<file path="src/rtl/demux_event_encoder.sv">
`default_nettype none
// ============================================================================
// Module      : demux_event_encoder
// Description : Consumer of a 1-to-8 demultiplexer stage. Each cycle it
//               samples the eight demux outputs Y0..Y7 and latches every
//               asserted channel as a pending event. Pending events are
//               served one at a time as a 3-bit channel index over a
//               valid/ready handshake, in round-robin order. Events that are
//               lost because their channel was already pending set a sticky
//               flag and advance a saturating counter.
//
// Parameters  : EDGE_MODE - 1: an event is a rising edge of Yk
//                           0: an event is every cycle that Yk is high
//               OVF_W     - width of the saturating overflow counter (1..16)
//
// Ports       : clk        in   rising-edge clock
//               rst_n      in   asynchronous active-low reset
//               Y0..Y7     in   demux outputs, synchronous to clk
//               clr_i      in   synchronous clear of the overflow status
//               ready_i    in   consumer accepts idx_o
//               valid_o    out  idx_o holds a valid channel index
//               idx_o      out  channel index of the offered event
//               pending_o  out  pending flags, bit k = channel k
//               ovf_o      out  sticky overflow flag
//               ovf_cnt_o  out  saturating count of cycles with a lost event
//
// Revision    : 1.0 - initial release
// ============================================================================
module demux_event_encoder #(
  parameter int EDGE_MODE = 1,
  parameter int OVF_W     = 4
) (
  input  logic             clk,
  input  logic             rst_n,
  input  logic             Y0,
  input  logic             Y1,
  input  logic             Y2,
  input  logic             Y3,
  input  logic             Y4,
  input  logic             Y5,
  input  logic             Y6,
  input  logic             Y7,
  input  logic             clr_i,
  input  logic             ready_i,
  output logic             valid_o,
  output logic [2:0]       idx_o,
  output logic [7:0]       pending_o,
  output logic             ovf_o,
  output logic [OVF_W-1:0] ovf_cnt_o
);

  typedef enum logic [0:0] {
    S_IDLE  = 1'b0,
    S_OFFER = 1'b1
  } state_e;

  state_e             state_q, state_d;
  logic [7:0]         y_w;
  logic [7:0]         y_q;
  logic [7:0]         ev_w;
  logic               accept_w;
  logic [7:0]         acc_vec_w;
  logic [7:0]         lost_w;
  logic [7:0]         pending_q, pending_d;
  logic [2:0]         idx_q, idx_d;
  logic [2:0]         last_q, last_d;
  logic [2:0]         cand_w;
  logic [2:0]         sel_idx_w;
  logic               sel_found_w;
  logic               ovf_q, ovf_d;
  logic [OVF_W-1:0]   cnt_q, cnt_d;

  assign y_w = {Y7, Y6, Y5, Y4, Y3, Y2, Y1, Y0};

  generate
    if (EDGE_MODE != 0) begin : g_edge
      assign ev_w = y_w & ~y_q;
    end else begin : g_level
      assign ev_w = y_w;
    end
  endgenerate

  // One-hot of the channel whose offer is accepted this cycle.
  assign accept_w  = (state_q == S_OFFER) & ready_i;
  assign acc_vec_w = accept_w ? (8'b0000_0001 << idx_q) : 8'b0;

  // A new event wins over its own acceptance, so the bit stays set and the
  // channel is offered again; that case is not counted as lost.
  assign lost_w    = ev_w & pending_q & ~acc_vec_w;
  assign pending_d = ev_w | (pending_q & ~acc_vec_w);

  // Round-robin scan starting just after the last granted channel. The
  // eighth candidate wraps back onto last_q itself.
  always_comb begin
    sel_found_w = 1'b0;
    sel_idx_w   = last_q;
    cand_w      = 3'd0;
    for (int i = 1; i <= 8; i++) begin
      cand_w = last_q + 3'(i);
      if (!sel_found_w && pending_q[cand_w]) begin
        sel_found_w = 1'b1;
        sel_idx_w   = cand_w;
      end
    end
  end

  always_comb begin
    state_d = state_q;
    idx_d   = idx_q;
    last_d  = last_q;
    case (state_q)
      S_IDLE: begin
        if (sel_found_w) begin
          idx_d   = sel_idx_w;
          state_d = S_OFFER;
        end
      end
      S_OFFER: begin
        if (ready_i) begin
          last_d  = idx_q;
          state_d = S_IDLE;
        end
      end
      default: state_d = S_IDLE;
    endcase
  end

  // Clear wins over a same-cycle increment; several channels lost in the
  // same cycle count once.
  always_comb begin
    ovf_d = ovf_q;
    cnt_d = cnt_q;
    if (clr_i) begin
      ovf_d = 1'b0;
      cnt_d = '0;
    end else if (|lost_w) begin
      ovf_d = 1'b1;
      if (cnt_q != {OVF_W{1'b1}}) begin
        cnt_d = cnt_q + OVF_W'(1);
      end
    end
  end

  always_ff @(posedge clk or negedge rst_n) begin
    if (!rst_n) begin
      state_q   <= S_IDLE;
      y_q       <= 8'b0;
      pending_q <= 8'b0;
      idx_q     <= 3'd0;
      last_q    <= 3'd7;
      ovf_q     <= 1'b0;
      cnt_q     <= '0;
    end else begin
      state_q   <= state_d;
      y_q       <= y_w;
      pending_q <= pending_d;
      idx_q     <= idx_d;
      last_q    <= last_d;
      ovf_q     <= ovf_d;
      cnt_q     <= cnt_d;
    end
  end

  assign valid_o   = (state_q == S_OFFER);
  assign idx_o     = idx_q;
  assign pending_o = pending_q;
  assign ovf_o     = ovf_q;
  assign ovf_cnt_o = cnt_q;

endmodule
`default_nettype wire

</file>
<file path="config.mk">
export PLATFORM = sky130hd
export DESIGN_NAME = demux_event_encoder
export DESIGN_NICKNAME = d
export VERILOG_FILES = /design/src/rtl/demux_event_encoder.sv
export SDC_FILE = /design/constraint.sdc
export NUM_CORES = 1
export LEC_CHECK = 0
export CORE_MARGIN = 2
export CORE_UTILIZATION = 40
export CTS_CLUSTER_DIAMETER = 60
export DETAILED_ROUTE_END_ITERATION = 10
export HOLD_SLACK_MARGIN = 0.05
export SYNTH_ARGS = -nofsm -noshare
export SYNTH_HDL_FRONTEND = slang
export SYNTH_SLANG_ARGS = --single-unit
</file>
<file path="constraint.sdc">
create_clock -name clk -period 6.1 [get_ports clk]
set_input_delay 1.83 -clock clk [delete_from_list [all_inputs] [get_ports clk]]
set_output_delay 1.83 -clock clk [all_outputs]
set_load 0.01 [all_outputs]
</file>
=== After elaboration in Yosys (flattened, before gate mapping) ===
Index checks and enable logic that the tools add are counted.

* $add $sub $neg: 8
* $lt $le $gt $ge: 8
* Equality and inequality tests: 1
* Shift-type cells: 1
* Muxes and demuxes: 41
* Bitwise operators: 9
* Reductions and logical operators: 20

{| class="wikitable"
|+ Operators by type and width
! cell !! number
|-
| $and 8x8->8 || 4
|-
| $lt 3x4->1 const B || 8
|-
| $bmux 1 s3 || 8
|-
| $mux 3 || 8
|-
| $mux 1 || 20
|-
| $not 8->8 || 2
|-
| $add 3x3->3 const B || 4
|-
| $mux 4 || 3
|-
| $mux 8 || 1
|-
| $or 8x8->8 || 1
|-
| $reduce_or 8->1 || 1
|-
| $shl 1x3->8 const A || 1
|-
| $logic_and 1x1->1 || 7
|-
| $logic_not 1->1 || 7
|-
| $add 3x2->3 const B || 2
|-
| $reduce_and 2->1 || 3
|-
| $add 4x1->4 const B || 1
|-
| $ne 4x4->1 const B || 1
|-
| $reduce_bool 2->1 || 2
|-
| $add 3x1->3 const B || 1
|-
| $pmux 1 s2 || 1
|-
| $and 1x1->1 || 1
|-
| $not 1->1 || 1
|}

* Bits in registers: 28
* Input port bits: 12
* Output and inout bits: 17
* Word-level logic and storage cells: 95

=== Depth between registers and ports, before layout ===
Gate-level depths: netlist of the first run.

* Word-level depth: 27
* Depth in mapped cells: 12
* Mapped depth without buffers: 8

=== Worst setup path after synthesis of the first run ===
Ideal clock, no wire load.

* Kind: input port to flip-flop
* Start: input ready_i
* End: register cnt_q[1] (netlist: ovf_cnt_o[1])
* Setup time: 77 ps
* Data arrival time: 3185 ps
* Required time: 6023 ps
* Path slack: 2837 ps
* Cell stages on the path: 6
* Path buffers: 0
* Path through: nand3b_1 > o31ai_1 > o22ai_1 > nor4_1 > o21ai_0 > a21oi_1

* Cells in the longest elaborated chain, start to end: 7

{| class="wikitable"
|+ Ends and longest elaborated chain
! item !! RTL line !! text
|-
| start, declared || 44 || <nowiki>input logic ready_i,</nowiki>
|-
| $and 1x1->1 || 84 || <nowiki>assign accept_w = (state_q == S_OFFER) & ready_i;</nowiki>
|-
| $mux 8 || 85 || <nowiki>assign acc_vec_w = accept_w ? (8'b0000_0001 << idx_q) : 8'b0;</nowiki>
|-
| $not 8->8 || 89 || <nowiki>assign lost_w = ev_w & pending_q & ~acc_vec_w;</nowiki>
|-
| $and 8x8->8 || 89 ||
|-
| $reduce_or 8->1 || 136 || <nowiki>end else if (|lost_w) begin</nowiki>
|-
| $reduce_bool 2->1 (no source line) || - ||
|-
| $reduce_and 2->1 (no source line) || - ||
|-
| end signal, assigned || 160 || <nowiki>cnt_q <= cnt_d;</nowiki>
|-
| end, declared || 71 || <nowiki>logic [OVF_W-1:0] cnt_q, cnt_d;</nowiki>
|}

No other way between the ends.
A chain may end at the register's enable or synchronous reset.

=== Worst setup path after layout of the first run ===
* Start: input ready_i
* End: register cnt_q[0] (netlist: ovf_cnt_o[0])

Same word-level chain as after synthesis.

==> summary.md, run 1 <==
Type of the most critical hold path: flip-flop to flip-flop. The slowest stage of the critical path belongs to the cell nor4_1. The number of nets in the finished design is 227, and the mean cell area of the mapped netlist is 10.25 um2. The final total negative setup slack was 0 ns. The tree is rooted in a clkbuf_8.

Once layout is done, the placed cells without fillers occupy 2257 um2. The worst setup path is launched from an input pin. The critical path goes through clkdlybuf4s50_1 -> nand3b_1 -> o31ai_1 -> o22ai_1 -> nor4_1 -> o21ai_0 -> a21oi_1. For the final count of hold timing violations, the log shows 0.

The data arrival at the endpoint of the critical path is 4.15 ns. In this run, the combinational gates consume 57.0% of the power. TritonCTS built the clock tree. Counting I/O delays and the setup requirement, the final critical path takes 3.947 ns.

Net switching is 42.33% of the power. Entering global routing, the biggest net connects 29 pins. Sorting the synthesized cells by how often they occur yields dfrtp_1, nand2_1, nand2b_1, o21ai_0, inv_1. The run gives 2.64 ns as the register-to-register setup slack.

Summing over every cut layer, the via total after detailed routing is 1559. In the global route stage, overall resource usage came out at 18.34%. The detailed router finished its first iteration with 80 violations. The static leakage power was 0.8642 nW; the buffering stage count on the worst path with inverters included was 1. Ranked by total cell area, the synthesized netlist is headed by dfrtp_1, mux4_2, nand2_1.

The insertion delay to the later sink of the worst-skew pair is 0.27 ns, and the vias per cell is 5.883. The number of levels in the clock H-tree is 1. In this design, the largest share of critical-path delay is due to simple AND/OR/NAND/NOR gates. The remaining design rule violation count was 0. The number of sinks driven by the clock tree is 28, and the maximum fanout along the worst path is 7. The number of failing setup endpoints in the final timing report was 0; the part of the cycle the worst path needs was 64.71%. Synthesis instantiated 51 different standard cells from the library. The synthesized netlist occupies a cell area of 1906 um2.

The run gives 40.89% as the initial core utilization. For the first-pass GRT wire length, the log shows 7603 um. The placed wire-length estimate came out at 3307 um. The logs give 0 for the max-slew violation count and 4661 um2 for the area inside the core boundary. The number of top-level pins was 29; the part of the Yosys area used for sequential elements was 36.97%. For the pin with the worst max-slew slack, the measured transition is 0.8968 ns. The clock slew at the register clock pins of the worst setup and hold paths was 0.09 ns. The predominant post-synthesis flop cell was dfrtp_1.

The startpoint identified for the worst register-to-register timing path is last_q[1]. In this run the critical register-to-register path is captured at idx_o[2]. STA classifies the critical path endpoint as a flip-flop. The fraction of power consumed by the clock network is 12.9%, and the fraction of layout cells with a size suffix above 1 is 11.85%. The buffer count from post-CTS setup fixing was 0. For this run, the number of Yosys warnings is 0. The worst path required time is 6.30 ns, and the share of the synthesized area in the top cell type is 32.83%. The largest area contributor in the synthesized netlist is dfrtp_1. The post-synthesis instance total came out at 186. After synthesis the netlist holds a flip-flop and latch count of 28. For the via count of the first global-routing pass, the log shows 1636. In this run the tool buffered the top-level ports with 28 buffer cells. For the tightest slew margin relative to the limit, the log shows 39.66%.

The worst hold path terminates at ovf_o. The sequential group share of total power is 30.2%, and the depth of the worst register-to-register path is 8. The congestion estimate from routability-driven global placement came to 0.7940.

The tool flagged a number of max-cap violations equal to 0. In this run the core area contains 25 standard-cell rows. The largest stage delay on the critical path was 0.79 ns; the final critical-path setup slack was 2.153 ns. The die is 73.02 um tall. The run finished with clean final reports. The number of diodes came out at 0. The internal power contribution was 0.0006360 W; the async set-reset flop share out of synthesis was 100.0%. The run gives 4 as the number of detailed-routing iterations run before antenna repair. The hold path startpoint was ovf_o.

The final wirelength is 4291 um. dfrtp_1 is the most common cell in the netlist. The logs give 5332 um2 for the die footprint and 434 for the fill cell total of the finished layout.

Counting instances, the worst hold path has a depth of 2. The number of nets in the synthesized netlist is 201. Worst supply voltage drop on vdd: 0.0002538 V.

In this run, post-CTS hold repair placed 0 buffers. The quantity of gates resized following cts was 0. The tools report the post-placement cell area as 2186 um2.

Once detail routing completed, the nets flagged for antenna violations numbered 0. The area growth from synthesis to layout is 18.45%. The routed wirelength normalized by instance count was 16.19 um; the initial antenna violation count was 0. Clock tree synthesis inserted a total of 3 buffers. The overall overflow remaining after global route was 0; the setup slack after placement was 1.856 ns. Counting flops with a built-in enable in the synthesized netlist gives 0.

The buffer depth of the longest clock path was 2; the chip width was 73.02 um. Setup repair after global routing left no endpoint under its margin. In this run the power spent charging and discharging nets is 0.0004669 W. The tools report the achievable frequency as 253.3 MHz.

The critical path is of the input pin to flip-flop type. The ratio of total power to cell area is 488.6 nW/um2, and the final worst clock skew is 0.004901 ns.
-- registers in the layout (all words and copies together), names as in the netlist --
register and count:
pending_o 8, y_q 8, ovf_cnt_o 4, idx_o 3, last_q 3, ovf_o 1
valid_o 1
-- final cells by class --
type	count	area [um2]	share of cell area, %
Clock inverter	1	30.03	1.330
Sequential cell	28	704.4	31.21
Tap cell	54	67.56	2.993
Clock buffer	3	41.29	1.829
Multi-Input combinational cell	142	1096	48.56
Inverter	8	30.03	1.330
Timing Repair Buffer	29	287.8	12.75
-- metrics by stage --
step / std cells / power (W) / hold WS, ns / util, %
2_1_floorplan: 186 / 0.0008024 / 0.4840 / -
3_3_place_gp: 261 / 0.0009418 / 0.4892 / 46.90
3_5_place_dp: 261 / 0.0009593 / 0.4940 / 46.90
4_1_cts: 265 / 0.001107 / 0.5191 / 48.43
5_1_grt: 265 / 0.001196 / 0.5531 / 48.43
6_report: 265 / 0.001103 / 0.5144 / 48.43
-- layer usage --
metal	vias up	GRT usage, %	part of all wire (%)
met5	-	0	0
met4	0	8.848	2.6
met3	11	2.901	3.5
met2	45	30.93	51
met1	746	22.78	43
li1	757	-	-
-- how the worst max path moves through the flow --
stage / start / end / slack (ns) / cells past startpoint
final: ready_i / ovf_cnt_o[0] / 2.15 / 7
after global routing: ready_i / ovf_cnt_o[1] / 1.81 / 7
after global placement: ready_i / ovf_cnt_o[1] / 2.02 / 7
after floorplan: ready_i / ovf_cnt_o[1] / 2.84 / 6
after detailed placement: ready_i / ovf_cnt_o[1] / 1.86 / 7
after CTS: ready_i / ovf_cnt_o[0] / 2.14 / 7
-- worst register-to-register path, delay by kind of cell (launching register included) --
kind	cells	cell delay [ns]
buffers and inverters	1	0.14
AO/OA/AOI/OAI	3	0.58
adder cells (fa/ha/maj)	1	0.51
flip-flops	1	0.75
multiplexers	2	0.93
AND/OR/NAND/NOR	1	0.48
-- cells in the final DEF, fill, tap and decap left out, types with 4 or more instances in the layout --
cell,count
nand2_1,24
nand2b_1,12
mux2_2,5
o22ai_1,5
inv_1,8
nand3_1,4
o21ai_0,12
nor2_1,6
dfrtp_1,25
clkdlybuf4s50_1,28
mux4_2,5
a21oi_1,6
o31ai_1,5
mux2i_1,7
-- kinds of logic (layout without fill, tap and decap cells) --
group / count (synthesis) / after routing / share of synthesized area [%]
buffers and inverters: 16 / 41 / 5.515
DFF: 28 / 28 / 36.97
and+or+nand+nor: 61 / 61 / 16.55
xor gates and xnor gates: 3 / 3 / 1.773
AOI/OAI and AO/OA: 54 / 54 / 19.76
muxes: 21 / 21 / 17.47
adders and majority gates: 3 / 3 / 1.970
-- power by group through the flow --
stage          logic [W]  clock network, W  registers, W
2_1_floorplan   0.000512                 0      0.000291
3_3_place_gp    0.000606                 0      0.000335
3_5_place_dp    0.000623                 0      0.000337
4_1_cts         0.000627          0.000146      0.000334
5_1_grt         0.000692          0.000158      0.000346
6_report        0.000628          0.000142      0.000333
No activity file was read; power rests on OpenSTA's default activity.
==> inputs of run 2 (changes only) <==
==> constraint.sdc (replaced) <==
create_clock -name clk -period 3.26 [get_ports clk]
set_input_delay 0.978 -clock clk [delete_from_list [all_inputs] [get_ports clk]]
set_output_delay 0.978 -clock clk [all_outputs]
set_load 0.01 [all_outputs]
==> run 2 against run 1 <==
Critical path type is now flip-flop to flip-flop. Global-route usage fell by 0.61 points. Die area did not move. Largest cell class unchanged. Combinational power rose by 100%. Critical path depth rose by 1. Flip-flop and latch count did not move.
==> summary.md, run 2 (synthesized netlist as in run 1, its figures left out) <==
The tools report the final estimated routing congestion in global placement as 0.7925 (was 0.7940). The final critical-path required period works out to 2.922 ns. The logs give 7389 um (was 7603 um) for the first-pass GRT wire length and 0.0003282 V (was 0.0002538 V) for the worst supply voltage drop on vdd. Leading cell types in the layout, fill and taps excluded: clkdlybuf4s50_1, dfrtp_1, nand2_1 (unchanged). For the final worst clock skew, the log shows 0.0009941 ns (was 0.004901 ns). The final critical-path setup slack is 0.3383 ns (was 2.153 ns), and the chip width is 73.02 um (unchanged).

The run gives 29 (unchanged) as the pin count of the biggest net entering global routing. The die footprint came out at 5332 um2 (unchanged). The logs give 270 (was 265) for the final instance count without filler cells and 266 (was 261) for the count of placed standard cells including taps. The sequential group share of total power was 27.8% (was 30.2%); the layout-stage area growth over the synthesis result was 19.57% (was 18.45%). The kind of start point of the critical path is a flip-flop (was an input pin). Number of buffer cells added on primary ports: 28 (unchanged).

The number of violations reported at the end of detailed-routing iteration 0 was 68 (was 80); the reported net switching power was 0.0008870 W (was 0.0004669 W). The count of hold-fix buffers inserted at cts was 0 (unchanged). TritonCTS built the clock tree. The tools report the number of detailed-routing iterations run before antenna repair as 4 (unchanged). The number of sinks driven by the clock tree is 28 (unchanged). The logs give 40.89% (unchanged) for the initial core utilization and 3.11 ns (was 4.15 ns) for the data arrival at the endpoint of the critical path. The tools report the number of max-cap violations as 0 (unchanged).

The logs give 0 (unchanged) for the buffer count from post-CTS setup fixing and 0 ns (unchanged) for the final total negative setup slack. The final count of hold timing violations is 0 (unchanged), and the max-slew violation count is 0 (unchanged). Setup repair after global routing left no endpoint under its margin.

The via count of the first global-routing pass is 1592 (was 1636). The kind of capture point of the worst setup path is a flip-flop (unchanged). The critical path class was flip-flop to flip-flop (was input pin to flip-flop).

The standard-cell row count is 25 (unchanged), and the placed wire-length estimate is 3363 um (was 3307 um). Most common library cell in the layout ignoring fill and taps: clkdlybuf4s50_1 (unchanged). The tools report the number of buffers inserted during clock tree synthesis as 3 (unchanged). The logs give 0 (unchanged) for the quantity of gates resized following cts and 0.27 ns (about the same) for the insertion delay to the later sink of the worst-skew pair.

The final wirelength was 4379 um (was 4291 um); the remaining design rule violation count was 0 (unchanged). The vertical die dimension was 73.02 um (unchanged); the internal power contribution was 0.001172 W (was 0.0006360 W). The cell class contributing the biggest share of worst-path delay was compound AO/OA/AOI/OAI gates (was simple AND/OR/NAND/NOR gates). The overall overflow remaining after global route was 0 (unchanged); the initial antenna violation count was 0 (unchanged). The maximum fanout along the worst path was 5 (was 7). Transition time at the pin with the least slew margin: 0.8139 ns (was 0.8968 ns).

The total design power came out at 0.002059 W (was 0.001103 W). The register-to-register setup slack is 0.34 ns (was 2.64 ns), and the buffer depth of the longest clock path is 2 (unchanged). For the number of top-level pins, the log shows 29 (unchanged). The vias after detailed routing came out at 1563 (was 1559). The part of the cycle the worst path needs was 89.62%.

The fraction of layout cells with a size suffix above 1 was 13.89% (was 11.85%); the tightest slew margin relative to the limit was 45.05% (was 39.66%). The flow ran to the end, and the final reports show no timing, DRC or antenna violations. Type of the most critical hold path: flip-flop to flip-flop (unchanged). The run gives 0 (unchanged) as the number of diodes. The remaining antenna violation count after routing was 0 (unchanged). For the worst hold slack, the log shows 0.5160 ns (was 0.5144 ns).

The ratio of total power to cell area was 903.5 nW/um2 (was 488.6 nW/um2); the setup slack after placement was 0.2844 ns (was 1.856 ns). Based on the critical path, the design can be clocked at up to 342.3 MHz. The logs give 0.8825 nW (was 0.8642 nW) for the static leakage power and 10.1% (was 12.9%) for the fraction of power consumed by the clock network.

The routed wirelength normalized by instance count works out to 16.22 um (was 16.19 um). For the number of nets in the finished design, the log shows 232 (was 227). The share of power burned in combinational logic came out at 62.1% (was 57.0%). The vias per cell was 5.789 (was 5.883); the buffering stage count on the worst path with inverters included was 1 (unchanged). The tools report the root buffer cell as clkbuf_8 (unchanged).

Highest-delay cell along the critical path: mux4_2 (was nor4_1). The largest stage delay on the critical path came out at 0.57 ns (was 0.79 ns). The net switching share of the total power works out to 43.08% (was 42.33%). The area inside the core boundary was 4661 um2 (unchanged); the clock slew at the register clock pins of the worst setup and hold paths was 0.09 ns (about the same).

For the number of failing setup endpoints in the final timing report, the log shows 0 (unchanged). Critical path cell sequence: inv_1 -> ha_1 -> mux4_2 -> or2b_1 -> a221oi_1 -> o21ai_2 -> o32a_1 -> o221ai_2 (was clkdlybuf4s50_1 -> nand3b_1 -> o31ai_1 -> o22ai_1 -> nor4_1 -> o21ai_0 -> a21oi_1). The global routing usage summed across all routing layers is 17.72% (was 18.34%). The worst path required time is 3.45 ns (was 6.30 ns), and the number of levels in the clock H-tree is 1 (unchanged).
## run 2: cell types whose count changed in the layout (fill, tap and decap cells not counted), sizes merged
cell | before | now
clkbuf | 3 | 4
bufinv | 1 | 0
buf | 1 | 6
## run 2: final cells by class
cell class                 count  area [um2]
clock buffer                   4       55.05
fill                         433        2382
inverter                       8       30.03
multi-input combinational    142        1096
sequential                    28       704.4
tap                           54       67.56
timing repair buffer          34       325.3
## run 2: layer usage
| layer | global-route usage, % | share of wire (%) |
|---|---|---|
| met1 | 23.19 | 43 |
| met2 | 30.13 | 52 |
| met3 | 2.072 | 3.2 |
| met4 | 6.379 | 2.0 |
| met5 | 0 | 0 |
## run 2: path summary, 6_finish.rpt
check | endpoint | start | cells past startpoint
worst min register to register | pending_o[1] | y_q[1] | 2
max in group asynchronous | last_q[1] | rst_n | 2
worst min-delay path | pending_o[1] | y_q[1] | 2
worst max register to register | idx_o[2] | last_q[1] | 8
min in group asynchronous | y_q[7] | rst_n | 2
worst max-delay path | idx_o[2] | last_q[1] | 8
## run 2: worst min-delay path, delay by kind of cell (launching register included)
| kind | cells | cell delay [ns] |
|---|---|---|
| flip-flops | 1 | 0.32 |
| AND/OR/NAND/NOR | 2 | 0.16 |
## run 2: power groups by stage
stage	Clock, W	Sequential, W	Combinational, W
floorplan	0	0.000544	0.000958
global placement	0	0.000575	0.00124
detailed placement	0	0.000580	0.00127
CTS	0.000213	0.000574	0.00128
global route	0.000231	0.000590	0.00140
finish	0.000208	0.000573	0.00128
## run 2: per-stage QoR
stage	area [um2]	util (%)
global route	2278	48.89
CTS	2278	48.89
global placement	2223	47.70
floorplan	1906	-
finish	2278	48.89
detailed placement	2223	47.70
==> edit 1, RTL diff (flow settings as in run 2) <==
Set the parameter `OVF_W` to 5 (it was 4).
--- a/src/rtl/demux_event_encoder.sv
+++ b/src/rtl/demux_event_encoder.sv
@@ -28,7 +28,7 @@
 // ============================================================================
 module demux_event_encoder #(
   parameter int EDGE_MODE = 1,
-  parameter int OVF_W     = 4
+  parameter int OVF_W     = 5
 ) (
   input  logic             clk,
   input  logic             rst_n,
Interface: changed (resized ovf_cnt_o); port bits go from 29 to 30. The function was not compared with the original's and may differ.
==> edit 1 against run 2 <==
- total power increased by 5.0%
- via count increased by 12%
- routed wire length increased by 9.5%
- sequential cell count increased by 1
- final cell count increased by 18%
- cell area increased by 14%
- worst setup slack improved by 0.0077 ns
- synthesized area increased by 11%
- critical endpoint is now idx_o[0]$_DFFE_PN0P_
- largest cell class unchanged
- largest power group unchanged
==> edit 1: results <==
pwr:
  leakagePower_nw: 1.014
  ir_drop_mv: 0.3450
routing:
  drt_iter0_markers: 138
  routed_wl_um: 4796
  routed-via-count: 1757
  drtPass1Iterations: 4
logic_synthesis:
  synth.area.top_cells: "dfrtp_1 (31%), mux4_2 (13%), nand2b_1 (5.3%), mux2i_1 (5.2%), dfstp_2 (3.7%)"
  ys.flop_type: "dfrtp_1"
  seq_area_frac_synth: 0.3464
  synth-async-reset-ratio: 1.000
  yosysWarningCount: 0
  synth_common_cells: "dfrtp_1 (26), nand2_1 (19), nand2b_1 (18), o21ai_0 (14)"
  yosysUniqueCellTypes: 44
  synth.net_count: 228
  synthCells: 212
global_routing:
  grt_util_all_layers: 0.1784
  grt_pass1_wl_um: 8424
  antenna_found_initial: 0
  grt_pass1_vias: 1675
  grt_max_degree: 30
sta:
  fin_skew_ns: 0.009600
  worstMarginPinSlew_ns: 0.6063
  hold_viol_final: 0
run_status:
  status: "complete, no violations"
finish:
  instances_no_fill: 318
  finalNetCount: 263
  fillers: 478
  layout-drive-gt1-share: 0.1653
  fin_util: 0.5066
  num_antenna_cells: 0
placed_design:
  place_congestion: 0.8839
  place_area_um2: 2501
  place_hpwl_um: 3544
  port_buffers: 29
  pre_cts_slack_ns: 0.2035
  post-place-cells: 310
clock_network:
  clk_latency_ns: 0.28
  h-tree-depth: 2
  numCtsBuffers: 5
  clock_path_buffers: 2
  root_buffer: "clkbuf_8"
  path_clk_slew_ns: 0.06
  ctsResizeCount: 0
  post_cts_buffers: 0
worst_hold_path:
  hold_class: "reg -> reg"
setup_path:
  cp_max_fo: 9
  worstPathArrival_ns: 3.08
## edit 1: cell count changes in the layout (fill, tap and decap cells not counted), moves of 4 or more
cell | before | now
a21oi_1 | 6 | 12
mux2i_1 | 7 | 11
nand2_1 | 24 | 19
mux4_2 | 5 | 12
nand2b_1 | 12 | 18
xor2_1 | 0 | 4
## edit 1: path summary, 6_finish.rpt
kind / from / end / slack, ns / cells past startpoint
max: last_q[1]$_DFFE_PN1N_ / idx_o[0]$_DFFE_PN0P_ / 0.35 / 8
min: y_q[1]$_DFF_PN0_ / pending_o[1]$_DFF_PN0_ / 0.51 / 2
max reg2reg: last_q[1]$_DFFE_PN1N_ / idx_o[0]$_DFFE_PN0P_ / 0.35 / 8
min reg2reg: y_q[1]$_DFF_PN0_ / pending_o[1]$_DFF_PN0_ / 0.51 / 2
max in group asynchronous: rst_n / last_q[2]$_DFFE_PN1N_ / 1.86 / 2
min in group asynchronous: rst_n / ovf_o$_DFFE_PN0P_ / 1.08 / 2
## edit 1: kinds of logic after synthesis
group / share of synthesized area
flip-flops: 0.3464
AND/OR/NAND/NOR: 0.1884
adder cells (fa/ha/maj): 0.02377
AO/OA/AOI/OAI: 0.1765
XOR/XNOR: 0.02080
buffers and inverters: 0.03505
multiplexers: 0.2091
## edit 1: metal layers
layer  part of all wire  global-route usage
met5                  0                   0
met4              0.014             0.06000
met3              0.046             0.02725
met2               0.48              0.2752
met1               0.46              0.2564
## edit 1: where the power goes
group | internal [mW] | switching [mW]
registers | 0.448 | 0.164
clock network | 0.147 | 0.140
logic | 0.625 | 0.638
total | 1.22 | 0.942
## edit 1: layout make-up
class,count,area share
clock buffers,5,0.02660
clock inverters,3,0.006770
inverters,10,0.01499
multi-input cells,165,0.5034
flip-flops and latches,29,0.2819
well taps,70,0.03385
repair buffers,36,0.1325
## edit 1: critical path: stages, from the launching register on
cell and delay [ns]:
dfstp_2 0.54, clkinv_2 0.10, ha_1 0.48, mux4_2 0.42
mux2_4 0.34, nor3_1 0.26, a21boi_1 0.17, and3_1 0.21
o41ai_2 0.29
==> edit 2, RTL diff (settings of run 2) <==
Made on the original files. Make the reset (`rst_n`) synchronous in one clocked block. Comments in the files are not updated.
--- a/src/rtl/demux_event_encoder.sv
+++ b/src/rtl/demux_event_encoder.sv
@@ -141,7 +141,7 @@
     end
   end
 
-  always_ff @(posedge clk or negedge rst_n) begin
+  always_ff @(posedge clk) begin
     if (!rst_n) begin
       state_q   <= S_IDLE;
       y_q       <= 8'b0;
Check against the original RTL: differs if rst_n is asserted again (counterexample within 4 cycles, from zero or initial values and one cycle with rst_n low); with rst_n held inactive, the same outputs for 10 cycles.
==> edit 2 against run 2 <==
- final cell count increased by 20%
- critical path depth up 1
- sequential cell count stayed put
- cell area grew 9.4%
- worst setup slack worse by 0.090 ns
- synthesized area increased by 7.7%
- routed wire length grew 20%
- largest cell class unchanged
Power is not compared: it rests on default switching activity, and its combinational part moved more than twofold at a synthesized area within 25%.
==> edit 2: results <==
run_status:
  status: "complete, no violations"
logic_synthesis:
  synthCells: 223
  ys.flop_type: "dfxtp_1"
  yosysUniqueCellTypes: 55
  synthMuxAreaShare: 0.2023
  yosysWarningCount: 0
  seq_area_frac_synth: 0.2730
  synth_compound_area_frac: 0.2127
  synth.area.top_cells: "dfxtp_1 (27%), mux4_2 (9.9%), mux2i_1 (6.3%), nand2b_1 (4.0%), nand3_1 (3.9%)"
  synth_common_cells: "dfxtp_1 (28), nand2_1 (18), nand3_1 (16), a21oi_1 (14)"
  synth.net_count: 238
  synth-async-reset-ratio: 0
  yosys.area_share.adder: 0.01828
  yosys.area_share.xor_xnor: 0.04205
finish:
  num-multi-input-gates: 174
  buf_share: 0.1396
  nNonClkInverters: 10
  multiInputGateArea_um2: 1388
  layout-drive-gt1-share: 0.1581
  seq_area_um2: 560.5
  seq_share: 0.2249
  finalNetCount: 269
  buffers: 37
  instances_no_fill: 323
  clkCellAreaFrac: 0.02861
  fillers: 474
worst_hold_path:
  hold_class: "reg -> reg"
  min-delay-start: "ovf_o$_SDFFE_PP0P_"
global_routing:
  grt_max_degree: 24
  met2_usage: 0.3266
  grt_util_all_layers: 0.2061
  met1_usage: 0.2917
  grt_pass1_wl_um: 8935
  use_met3: 0.03175
routing:
  wl_per_cell_um: 16.25
  wl_met3_um: 281
  routed-via-count: 1834
  drt_iter0_markers: 138
  wl_met1_um: 2378
  route.met2.wl_um: 2478
pwr:
  ir_drop_mv: 0.2792
  leakagePower_nw: 1.004
clock_network:
  clk_latency_ns: 0.27
  root_buffer: "clkbuf_8"
  ctsResizeCount: 0
  post_cts_buffers: 0
  numCtsBuffers: 3
placed_design:
  pre_cts_slack_ns: 0.1316
  port_buffers: 28
  place_congestion: 0.8366
  place_area_um2: 2421
  place_hpwl_um: 3877
setup_path:
  worstPathArrival_ns: 3.17
  r2r_start: "last_q[0]$_SDFFE_PN1N_"
  cp_max_fo: 8
sta:
  worstMarginPinSlew_ns: 0.6131
  fin_skew_ns: 0.007670
floorplan:
  core_area_um2: 5042
edit 2: cell count changes after synthesis, moves of 8 or more:
cell,delta
nand3_1,+12
and2_1,+9
dfxtp_1,+28
a21oi_1,+8
dfrtp_1,-25
edit 2: power breakdown:
group / switching [mW] / total, mW / leakage (nW) / internal [mW]
combinational: 0.275 / 0.541 / 0.736 / 0.266
clock: 0.106 / 0.270 / 0.0357 / 0.164
sequential: 0.0564 / 0.430 / 0.232 / 0.374
edit 2: critical path: stages, from the launching register on:
cell,delay [ns]
dfxtp_1,0.37
clkinv_1,0.09
ha_1,0.41
mux4_2,0.58
mux2i_1,0.35
and2_4,0.24
and4_4,0.29
a311oi_1,0.13
o211a_1,0.18
a211o_1,0.26
edit 2: final timing paths:
path	depth (start not counted)	slack [ns]	end
max	9	0.25	idx_o[2]$_SDFFE_PN0P_
min	2	0.46	ovf_o$_SDFFE_PP0P_
max reg2reg	9	0.25	idx_o[2]$_SDFFE_PN0P_
min reg2reg	2	0.46	ovf_o$_SDFFE_PP0P_
